<file path="src/rtl/i3c_hdr_mode_ctrl.sv">
// i3c_hdr_mode_ctrl: system-clock sequencer for I3C HDR mode.
// It synchronizes the exit/restart flags coming from the exit detector.
// It owns in_HDR_mode and HDR_restart_ack, and it selects which engine drives the bus.
// Unsupported HDR modes are entered as "ignore" and held until exit.
// Optional feature macro: HDR_TIMEOUT_EN adds an HDR watchdog driven by to_limit.
module i3c_hdr_mode_ctrl #(
  parameter logic [2:0] ENA_HDR     = 3'b000,
  parameter int         SYNC_STAGES = 2,
  parameter int         ACK_MIN     = 2,
  parameter int         TO_WIDTH    = 16
) (
  input  logic                clk_sys,
  input  logic                RST,
  input  logic                enthdr_pulse,
  input  logic [2:0]          enthdr_mode,
  input  logic                hdr_exit_async,
  input  logic                hdr_restart_async,
  input  logic [TO_WIDTH-1:0] to_limit,
  output logic                in_HDR_mode,
  output logic                HDR_restart_ack,
  output logic [2:0]          hdr_sel,
  output logic                hdr_ignore,
  output logic                hdr_exit_evt,
  output logic                hdr_restart_evt,
  output logic                hdr_timeout
);

  localparam logic [1:0] ST_SDR   = 2'd0;
  localparam logic [1:0] ST_HDR   = 2'd1;
  localparam logic [1:0] ST_ACK   = 2'd2;
  localparam logic [1:0] ST_EXITW = 2'd3;
  localparam int         ACK_W    = $clog2(ACK_MIN + 1);

  logic [SYNC_STAGES-1:0] r_exSync;
  logic [SYNC_STAGES-1:0] r_rsSync;
  logic                   r_exDly;
  logic                   r_rsDly;
  logic [1:0]             r_state;
  logic [ACK_W-1:0]       r_ackCnt;
  logic                   r_inHdr;
  logic                   r_ack;
  logic [2:0]             r_sel;
  logic                   r_ignore;
  logic                   r_exitEvt;
  logic                   r_restartEvt;
  logic                   r_timeout;
  logic                   w_exS;
  logic                   w_rsS;
  logic                   w_exR;
  logic                   w_rsR;
  logic                   w_modeOk;
  logic [3:0]             w_enaExt;
  logic                   w_toHit;

  assign w_exS    = r_exSync[SYNC_STAGES-1];
  assign w_rsS    = r_rsSync[SYNC_STAGES-1];
  assign w_exR    = w_exS & ~r_exDly;
  assign w_rsR    = w_rsS & ~r_rsDly;
  // Mode 3 is padded out as unsupported so the lookup stays in range.
  assign w_enaExt = {1'b0, ENA_HDR};
  assign w_modeOk = (enthdr_mode <= 3'd2) && w_enaExt[enthdr_mode[1:0]];

`ifdef HDR_TIMEOUT_EN
  logic [TO_WIDTH-1:0] r_toCnt;

  assign w_toHit = ((r_state == ST_HDR) || (r_state == ST_ACK)) &&
                   (to_limit != '0) && (r_toCnt == to_limit);

  // Watchdog counts while HDR owns the bus, restarts on any detector event, saturates at max.
  always_ff @(posedge clk_sys or posedge RST) begin
    if (RST) begin
      r_toCnt <= '0;
    end else if ((r_state == ST_SDR) || (r_state == ST_EXITW) || w_exR || w_rsR) begin
      r_toCnt <= '0;
    end else if (r_toCnt != '1) begin
      r_toCnt <= r_toCnt + 1'b1;
    end
  end
`else
  logic w_unused;

  assign w_toHit  = 1'b0;
  assign w_unused = ^to_limit;
`endif

  // CDC synchronizers for the detector flags, plus one extra flop each for rising-edge detection.
  always_ff @(posedge clk_sys or posedge RST) begin
    if (RST) begin
      r_exSync <= '0;
      r_rsSync <= '0;
      r_exDly  <= 1'b0;
      r_rsDly  <= 1'b0;
    end else begin
      r_exSync <= {r_exSync[SYNC_STAGES-2:0], hdr_exit_async};
      r_rsSync <= {r_rsSync[SYNC_STAGES-2:0], hdr_restart_async};
      r_exDly  <= w_exS;
      r_rsDly  <= w_rsS;
    end
  end

  // Mode sequencer: exit beats the watchdog, and the watchdog beats restart handling.
  always_ff @(posedge clk_sys or posedge RST) begin
    if (RST) begin
      r_state      <= ST_SDR;
      r_ackCnt     <= '0;
      r_inHdr      <= 1'b0;
      r_ack        <= 1'b0;
      r_sel        <= 3'b000;
      r_ignore     <= 1'b0;
      r_exitEvt    <= 1'b0;
      r_restartEvt <= 1'b0;
      r_timeout    <= 1'b0;
    end else begin
      r_exitEvt    <= 1'b0;
      r_restartEvt <= 1'b0;
      r_timeout    <= 1'b0;
      case (r_state)
        ST_SDR: begin
          if (w_exR) begin
            r_exitEvt <= 1'b1;
          end else if (enthdr_pulse) begin
            r_state  <= ST_HDR;
            r_inHdr  <= 1'b1;
            r_sel    <= w_modeOk ? 3'(3'b001 << enthdr_mode[1:0]) : 3'b000;
            r_ignore <= ~w_modeOk;
          end
        end
        ST_HDR, ST_ACK: begin
          if (w_exR) begin
            r_state   <= ST_EXITW;
            r_inHdr   <= 1'b0;
            r_ack     <= 1'b0;
            r_sel     <= 3'b000;
            r_ignore  <= 1'b0;
            r_exitEvt <= 1'b1;
          end else if (w_toHit) begin
            r_state   <= ST_SDR;
            r_inHdr   <= 1'b0;
            r_ack     <= 1'b0;
            r_sel     <= 3'b000;
            r_ignore  <= 1'b0;
            r_timeout <= 1'b1;
          end else if (r_state == ST_HDR) begin
            if (w_rsR && (ENA_HDR != 3'b000)) begin
              r_state      <= ST_ACK;
              r_ack        <= 1'b1;
              r_restartEvt <= 1'b1;
              r_ackCnt     <= ACK_W'(1);
            end
          end else if ((r_ackCnt >= ACK_W'(ACK_MIN)) && !w_rsS) begin
            r_state <= ST_HDR;
            r_ack   <= 1'b0;
          end else if (r_ackCnt < ACK_W'(ACK_MIN)) begin
            r_ackCnt <= r_ackCnt + 1'b1;
          end
        end
        default: begin
          if (!w_exS) begin
            r_state <= ST_SDR;
          end
        end
      endcase
    end
  end

  assign in_HDR_mode     = r_inHdr;
  assign HDR_restart_ack = r_ack;
  assign hdr_sel         = r_sel;
  assign hdr_ignore      = r_ignore;
  assign hdr_exit_evt    = r_exitEvt;
  assign hdr_restart_evt = r_restartEvt;
  assign hdr_timeout     = r_timeout;

endmodule

</file>
<file path="config.mk">
export PLATFORM = sky130hd
export DESIGN_NAME = i3c_hdr_mode_ctrl
export DESIGN_NICKNAME = d
export VERILOG_FILES = /design/src/rtl/i3c_hdr_mode_ctrl.sv
export SDC_FILE = /design/constraint.sdc
export NUM_CORES = 1
export LEC_CHECK = 0
export ABC_AREA = 1
export CAP_MARGIN = 10
export CORE_MARGIN = 2
export CORE_UTILIZATION = 40
export DETAILED_ROUTE_END_ITERATION = 6
export PLACE_DENSITY = 0.83
export SYNTH_ARGS = -nofsm -noshare
export SYNTH_HDL_FRONTEND = slang
export SYNTH_SLANG_ARGS = --single-unit
export TNS_END_PERCENT = 50
</file>
<file path="constraint.sdc">
create_clock -name clk_sys -period 4.1 [get_ports clk_sys]
set_input_delay 1.23 -clock clk_sys [delete_from_list [all_inputs] [get_ports clk_sys]]
set_output_delay 1.23 -clock clk_sys [all_outputs]
set_load 0.01 [all_outputs]
</file>
==> results.json, run 1 <==
{
  "core_area_um2": 1350,
  "drv_cap": 0,
  "r2r-start": "r_state[0]$_DFFE_PP0P_",
  "rows": 13,
  "max-vdd-ir-drop_v": 0.000364,
  "synth_edf_count": 0,
  "clkLatencyLatePin_ns": 0.27,
  "nets": 103,
  "synthCells": 65,
  "dr.pass1.iters": 4,
  "drv_slew": 0,
  "post-cts-setup-buffer-count": 0,
  "synth.yosys.seq_area_share": 0.461,
  "async_flop_share": 1.00,
  "status": "finished, final reports clean",
  "synth-main-ff-cell": "dfrtp_1",
  "port_buffers": 7,
  "setup_viol": 0,
  "required_ns": 2.87,
  "totalWireLength_um": 772,
  "ant_nets": 0,
  "fmax_mhz": 418,
  "ys.warnings.count": 0,
  "setup_ws_ns": 1.71,
  "drtIter0Drc": 3,
  "synthAdderAreaFrac": 0.0839,
  "antenna_found_initial": 0,
  "routed-via-count": 391,
  "crit_path_top_delay_cell": "clkdlybuf4s50_1",
  "startpoint_type": "flop",
  "fill_cells": 135,
  "final_cell_area_um2": 679,
  "p_leak_nw": 0.343,
  "synth_common_cells": "11 x dfrtp_1, 11 x nand2_1, 8 x inv_1",
  "die_height_um": 42.6,
  "crit_chain": "clkdlybuf4s50_1",
  "crit_path_start": "hdr_ignore$_DFFE_PP0P_",
  "grt-ovfl-total": 0,
  "synth_area_leader_cell": "dfrtp_1",
  "gp_congestion": 0.743,
  "cp-end-kind": "output pin",
  "p_per_area_nw_per_um2": 646,
  "path_clk_slew_ns": 0.07,
  "hold_start": "r_rsSync[0]$_DFF_PP0_",
  "htree_levels": 1,
  "hold_viol_final": 0,
  "path_class": "flop to output pin",
  "syn-cell-area_um2": 597,
  "die_w_um": 42.6,
  "synth_top_family_by_area": "simple AND/OR/NAND/NOR gates",
  "numCtsBuffers": 3,
  "grt_start_max_net_pins": 12,
  "viasPerCell": 4.39,
  "synth.top_cells.by_area": "dfrtp_1 46%, buf_4 8.8%, ha_1 8.4%",
  "arrival_ns": 1.16,
  "muxShareOfSynthArea": 0,
  "ios": 33,
  "place_area_um2": 652,
  "skew_ns": 0.000917,
  "cts_root_buffer": "clkbuf_4",
  "synthXorXnorAreaFrac": 0.0147,
  "yosysTopAreaCellShare": 0.461,
  "hold_path_class": "flop to flop",
  "critPathMaxFanout": 3,
  "ctsLongestPathBuffers": 2,
  "tns_ns": 0,
  "grt_use_total": 0.109,
  "ys_seq_elements": 11,
  "cts_tree": "built",
  "drive_gt1_frac": 0.216,
  "hpwl_um": 604,
  "clock-sinks": 11,
  "critical_path.top_delay_family": "buffers and inverters",
  "post_drt_wl_per_cell_um": 8.67,
  "syn_to_final_growth_pct": 13.8,
  "initial_core_util": 0.442,
  "synthDistinctLibCells": 18,
  "synth_simple_gate_area_frac": 0.222,
  "total_power_mw": 0.439,
  "fin_crit_ns": 2.39,
  "grt_setup_unrepaired": "false",
  "grt_pass1_vias": 344,
  "cp_slowest_stage_delay_ns": 0.54,
  "period_share": 0.584,
  "grt_pass1_wl_um": 1370,
  "diodes": 0,
  "drcViolationCount": 0,
  "pre_cts_slack_ns": 1.82,
  "hold_buffers": 0,
  "crit_buf_inv": 1,
  "die-area_um2": 1820,
  "synth_compound_area_frac": 0.0482,
  "postSynthAreaPerCell_um2": 9.18,
  "cts_resized": 0
}
==> flip-flops by register name, indices dropped and copies added, names as in the netlist <==
name          cells
r_state           2
hdr_ignore        1
r_exSync          2
r_ackCnt          2
hdr_exit_evt      1
r_exDly           1
r_rsSync          2
==> layer usage <==
layer  global-route usage  up-vias  wire [µm]
met4               0.0563        0          8
met5                    0        -          0
li1                     -      198          -
met1                0.109      176        327
met3               0.0776        2         63
met2                0.167       15        373
==> kinds of logic after synthesis <==
logic type / count (synthesis)
AND/OR/NAND/NOR: 25
buffers and inverters: 19
flip-flops: 11
AO/OA/AOI/OAI: 4
adder cells (fa/ha/maj): 4
XOR/XNOR: 1
other: 1
==> layout make-up <==
| class | count | area (µm²) | area share |
|---|---|---|---|
| inverters | 12 | 45.0 | 0.0663 |
| clock inverters | 1 | 5.00 | 0.00737 |
| well taps | 15 | 18.8 | 0.0276 |
| clock buffers | 3 | 22.5 | 0.0331 |
| multi-input cells | 40 | 243 | 0.357 |
| flip-flops and latches | 11 | 275 | 0.405 |
| repair buffers | 7 | 70.1 | 0.103 |
==> layout by cell type, fill, tap and decap left out, drive strengths merged <==
cell type / synthesis / routed
dfrtp: 11 / 11
o21ai: 1 / 1
clkinv: 1 / 2
inv: 11 / 11
nand2: 15 / 15
clkbuf: 0 / 3
nor2: 5 / 5
conb: 1 / 6
nand3: 5 / 5
o21bai: 2 / 2
clkdlybuf4s50: 0 / 7
xor2: 1 / 1
a21oi: 1 / 1
ha: 4 / 4
==> report_power, final <==
part	internal, mW	total [mW]	switching (mW)
Clock	0.0361	0.0720	0.0359
Combinational	0.0907	0.213	0.123
Sequential	0.136	0.154	0.0180
==> stage by stage <==
step	hold slack (ns)	instances	util
after detailed placement	0.336	85	0.483
after global routing	0.376	89	0.503
after global placement	0.332	85	0.483
after CTS	0.358	89	0.503
final	0.351	89	0.503
after floorplan	0.331	70	-
==> final timing paths <==
kind	slack, ns	end	cells after the start
worst min-delay path	0.35	r_rsSync[1]$_DFF_PP0_	0
worst min register to register	0.35	r_rsSync[1]$_DFF_PP0_	0
worst max register to register	2.65	r_state[0]$_DFFE_PP0P_	10
max in group asynchronous	2.57	r_rsSync[1]$_DFF_PP0_	2
min in group asynchronous	1.25	r_ackCnt[1]$_DFFE_PP0P_	2
worst max-delay path	1.71	hdr_ignore	1
Note: power is estimated with default switching activity, not from simulation.
==> inputs of run 2 (changes only) <==
--- a/config.mk
+++ b/config.mk
@@ -8,9 +8,9 @@
 export ABC_AREA = 1
 export CAP_MARGIN = 10
 export CORE_MARGIN = 2
-export CORE_UTILIZATION = 40
+export CORE_UTILIZATION = 37
 export DETAILED_ROUTE_END_ITERATION = 6
-export PLACE_DENSITY = 0.83
+export PLACE_DENSITY = 0.77
 export SYNTH_ARGS = -nofsm -noshare
 export SYNTH_HDL_FRONTEND = slang
 export SYNTH_SLANG_ARGS = --single-unit
==> constraint.sdc (replaced) <==
create_clock -name clk_sys -period 2.39 [get_ports clk_sys]
set_input_delay 0.717 -clock clk_sys [delete_from_list [all_inputs] [get_ports clk_sys]]
set_output_delay 0.717 -clock clk_sys [all_outputs]
set_load 0.01 [all_outputs]
==> run 2 against run 1 <==
Effect of this change: routed wire length shrank 4.9%; clock skew grew 0.0030 ns; non-clock buffer count did not move; core utilization fell by 5.2 points; via count down 0.77%; sequential share of layout area did not move; global-route usage shrank 1.3 points; power grew 70%; critical endpoint is now in_HDR_mode; highest routed layer is now met3.
==> results.json, run 2 (synthesis results as in run 1) <==
{
  "status": "finished, final reports clean",
  "fin_crit_ns": 1.87,
  "hold_viol_final": 0,
  "period_share": 0.783,
  "dr.pass1.iters": 3,
  "rows": 14,
  "htree_levels": 1,
  "cts_resized": 0,
  "drv_slew": 0,
  "die-area_um2": 1950,
  "cp_slowest_stage_delay_ns": 0.54,
  "critical_path.top_delay_family": "buffers and inverters",
  "fmax_mhz": 534,
  "clkLatencyLatePin_ns": 0.26,
  "port_buffers": 7,
  "grt_pass1_wl_um": 1300,
  "path_clk_slew_ns": 0.06,
  "grt_use_total": 0.0963,
  "holdWs_ns": 0.348,
  "viasPerCell": 4.31,
  "max-vdd-ir-drop_v": 0.000514,
  "initial_core_util": 0.396,
  "fill_cells": 159,
  "startpoint_type": "flop",
  "nets": 103,
  "final_cell_mix": "11 x nand2_1, 11 x dfrtp_1, 8 x inv_1, 7 x clkdlybuf4s50_1, 6 x conb_1",
  "routed-via-count": 388,
  "cp-end-kind": "output pin",
  "critPathMaxFanout": 3,
  "tns_ns": 0,
  "skew_ns": 0.00390,
  "cts_root_buffer": "clkbuf_4",
  "cts_tree": "built",
  "post_drt_wl_per_cell_um": 8.16,
  "syn_to_final_growth_pct": 13.8,
  "drive_gt1_frac": 0.203,
  "instances_no_fill": 90,
  "setup_viol": 0,
  "drcViolationCount": 0,
  "p_per_area_nw_per_um2": 1100,
  "post-cts-setup-buffer-count": 0,
  "total_power_mw": 0.745,
  "path_class": "flop to output pin",
  "grt-ovfl-total": 0,
  "clock-sinks": 11,
  "hpwl_um": 636,
  "hold_buffers": 0,
  "p_leak_nw": 0.341,
  "crit_chain": "clkdlybuf4s50_1",
  "required_ns": 1.67,
  "dp.cells": 86,
  "crit_buf_inv": 1,
  "die_w_um": 44.2,
  "ant_nets": 0,
  "grt_start_max_net_pins": 12,
  "diodes": 0,
  "core_area_um2": 1510,
  "drtIter0Drc": 4,
  "totalWireLength_um": 734,
  "die_height_um": 44.2,
  "ios": 33,
  "crit_path_top_delay_cell": "clkdlybuf4s50_1",
  "gp_congestion": 0.799,
  "ctsLongestPathBuffers": 2,
  "grt_setup_unrepaired": "false",
  "drv_cap": 0,
  "grt_pass1_vias": 350,
  "hold_path_class": "flop to flop",
  "antenna_found_initial": 0,
  "arrival_ns": 1.15,
  "numCtsBuffers": 3
}
[run 2: changes by cell type in the layout (fill, tap and decap cells not counted), sizes merged]
| cell | previous run | this run |
|---|---|---|
| clkbuf | 3 | 4 |
| clkinv | 2 | 1 |
[run 2: report_power, final]
group | switching, mW | leakage (nW) | internal (mW)
logic | 0.208 | 0.195 | 0.154
clock network | 0.0555 | 0.0150 | 0.0645
registers | 0.0309 | 0.130 | 0.233
[run 2: routing by layer]
metal / vias to the layer above / GRT usage / share of wire
li1: 198 / - / -
met1: 177 / 0.0979 / 0.41
met2: 13 / 0.159 / 0.50
met3: 0 / 0.0735 / 0.091
met4: 0 / 0.0182 / 0
met5: - / 0 / 0
[run 2: per-stage QoR]
step | utilization | setup WS [ns] | instance area (µm²)
4_1_cts | 0.451 | 0.499 | 679
3_5_place_dp | 0.434 | 0.613 | 653
2_1_floorplan | - | 1.05 | 616
3_3_place_gp | 0.434 | 0.637 | 653
6_report | 0.451 | 0.519 | 679
5_1_grt | 0.451 | 0.466 | 679
[run 2: worst paths after layout]
kind                            slack [ns]  cells after the start                   start                endpoint
worst min register to register        0.35                      0   r_rsSync[0]$_DFF_PP0_   r_rsSync[1]$_DFF_PP0_
min in group asynchronous             0.74                      2                     RST       r_exDly$_DFF_PP0_
worst min-delay path                  0.35                      0   r_rsSync[0]$_DFF_PP0_   r_rsSync[1]$_DFF_PP0_
max in group asynchronous             1.37                      2                     RST   r_rsSync[0]$_DFF_PP0_
worst max register to register        0.93                     10  r_state[0]$_DFFE_PP0P_  r_state[0]$_DFFE_PP0P_
worst max-delay path                  0.52                      1  hdr_ignore$_DFFE_PP0P_             in_HDR_mode
[run 2: final cells by class]
cell class / instances / area [µm²] / share of cell area
sequential: 11 / 275 / 0.405
inverter: 12 / 45.0 / 0.0663
multi-input combinational: 40 / 243 / 0.357
timing repair buffer: 7 / 70.1 / 0.103
clock buffer: 4 / 26.3 / 0.0387
tap: 16 / 20.0 / 0.0295
==> inputs of run 3 (changes only) <==
==> constraint.sdc (replaced) <==
create_clock -name clk_sys -period 1.95 [get_ports clk_sys]
set_input_delay 0.585 -clock clk_sys [delete_from_list [all_inputs] [get_ports clk_sys]]
set_output_delay 0.585 -clock clk_sys [all_outputs]
set_load 0.01 [all_outputs]
==> results of run 3 <==
The final DEF is identical to that of run 2. Status: finished, final reports clean.
Main changes from that run: setup slack after placement 0.613 ns -> 0.305 ns; setup slack after layout 0.519 ns -> 0.211 ns; register-to-register setup slack 0.93 ns -> 0.49 ns; total power 0.745 mW -> 0.913 mW; worst IR drop on VDD 0.000514 V -> 0.000630 V
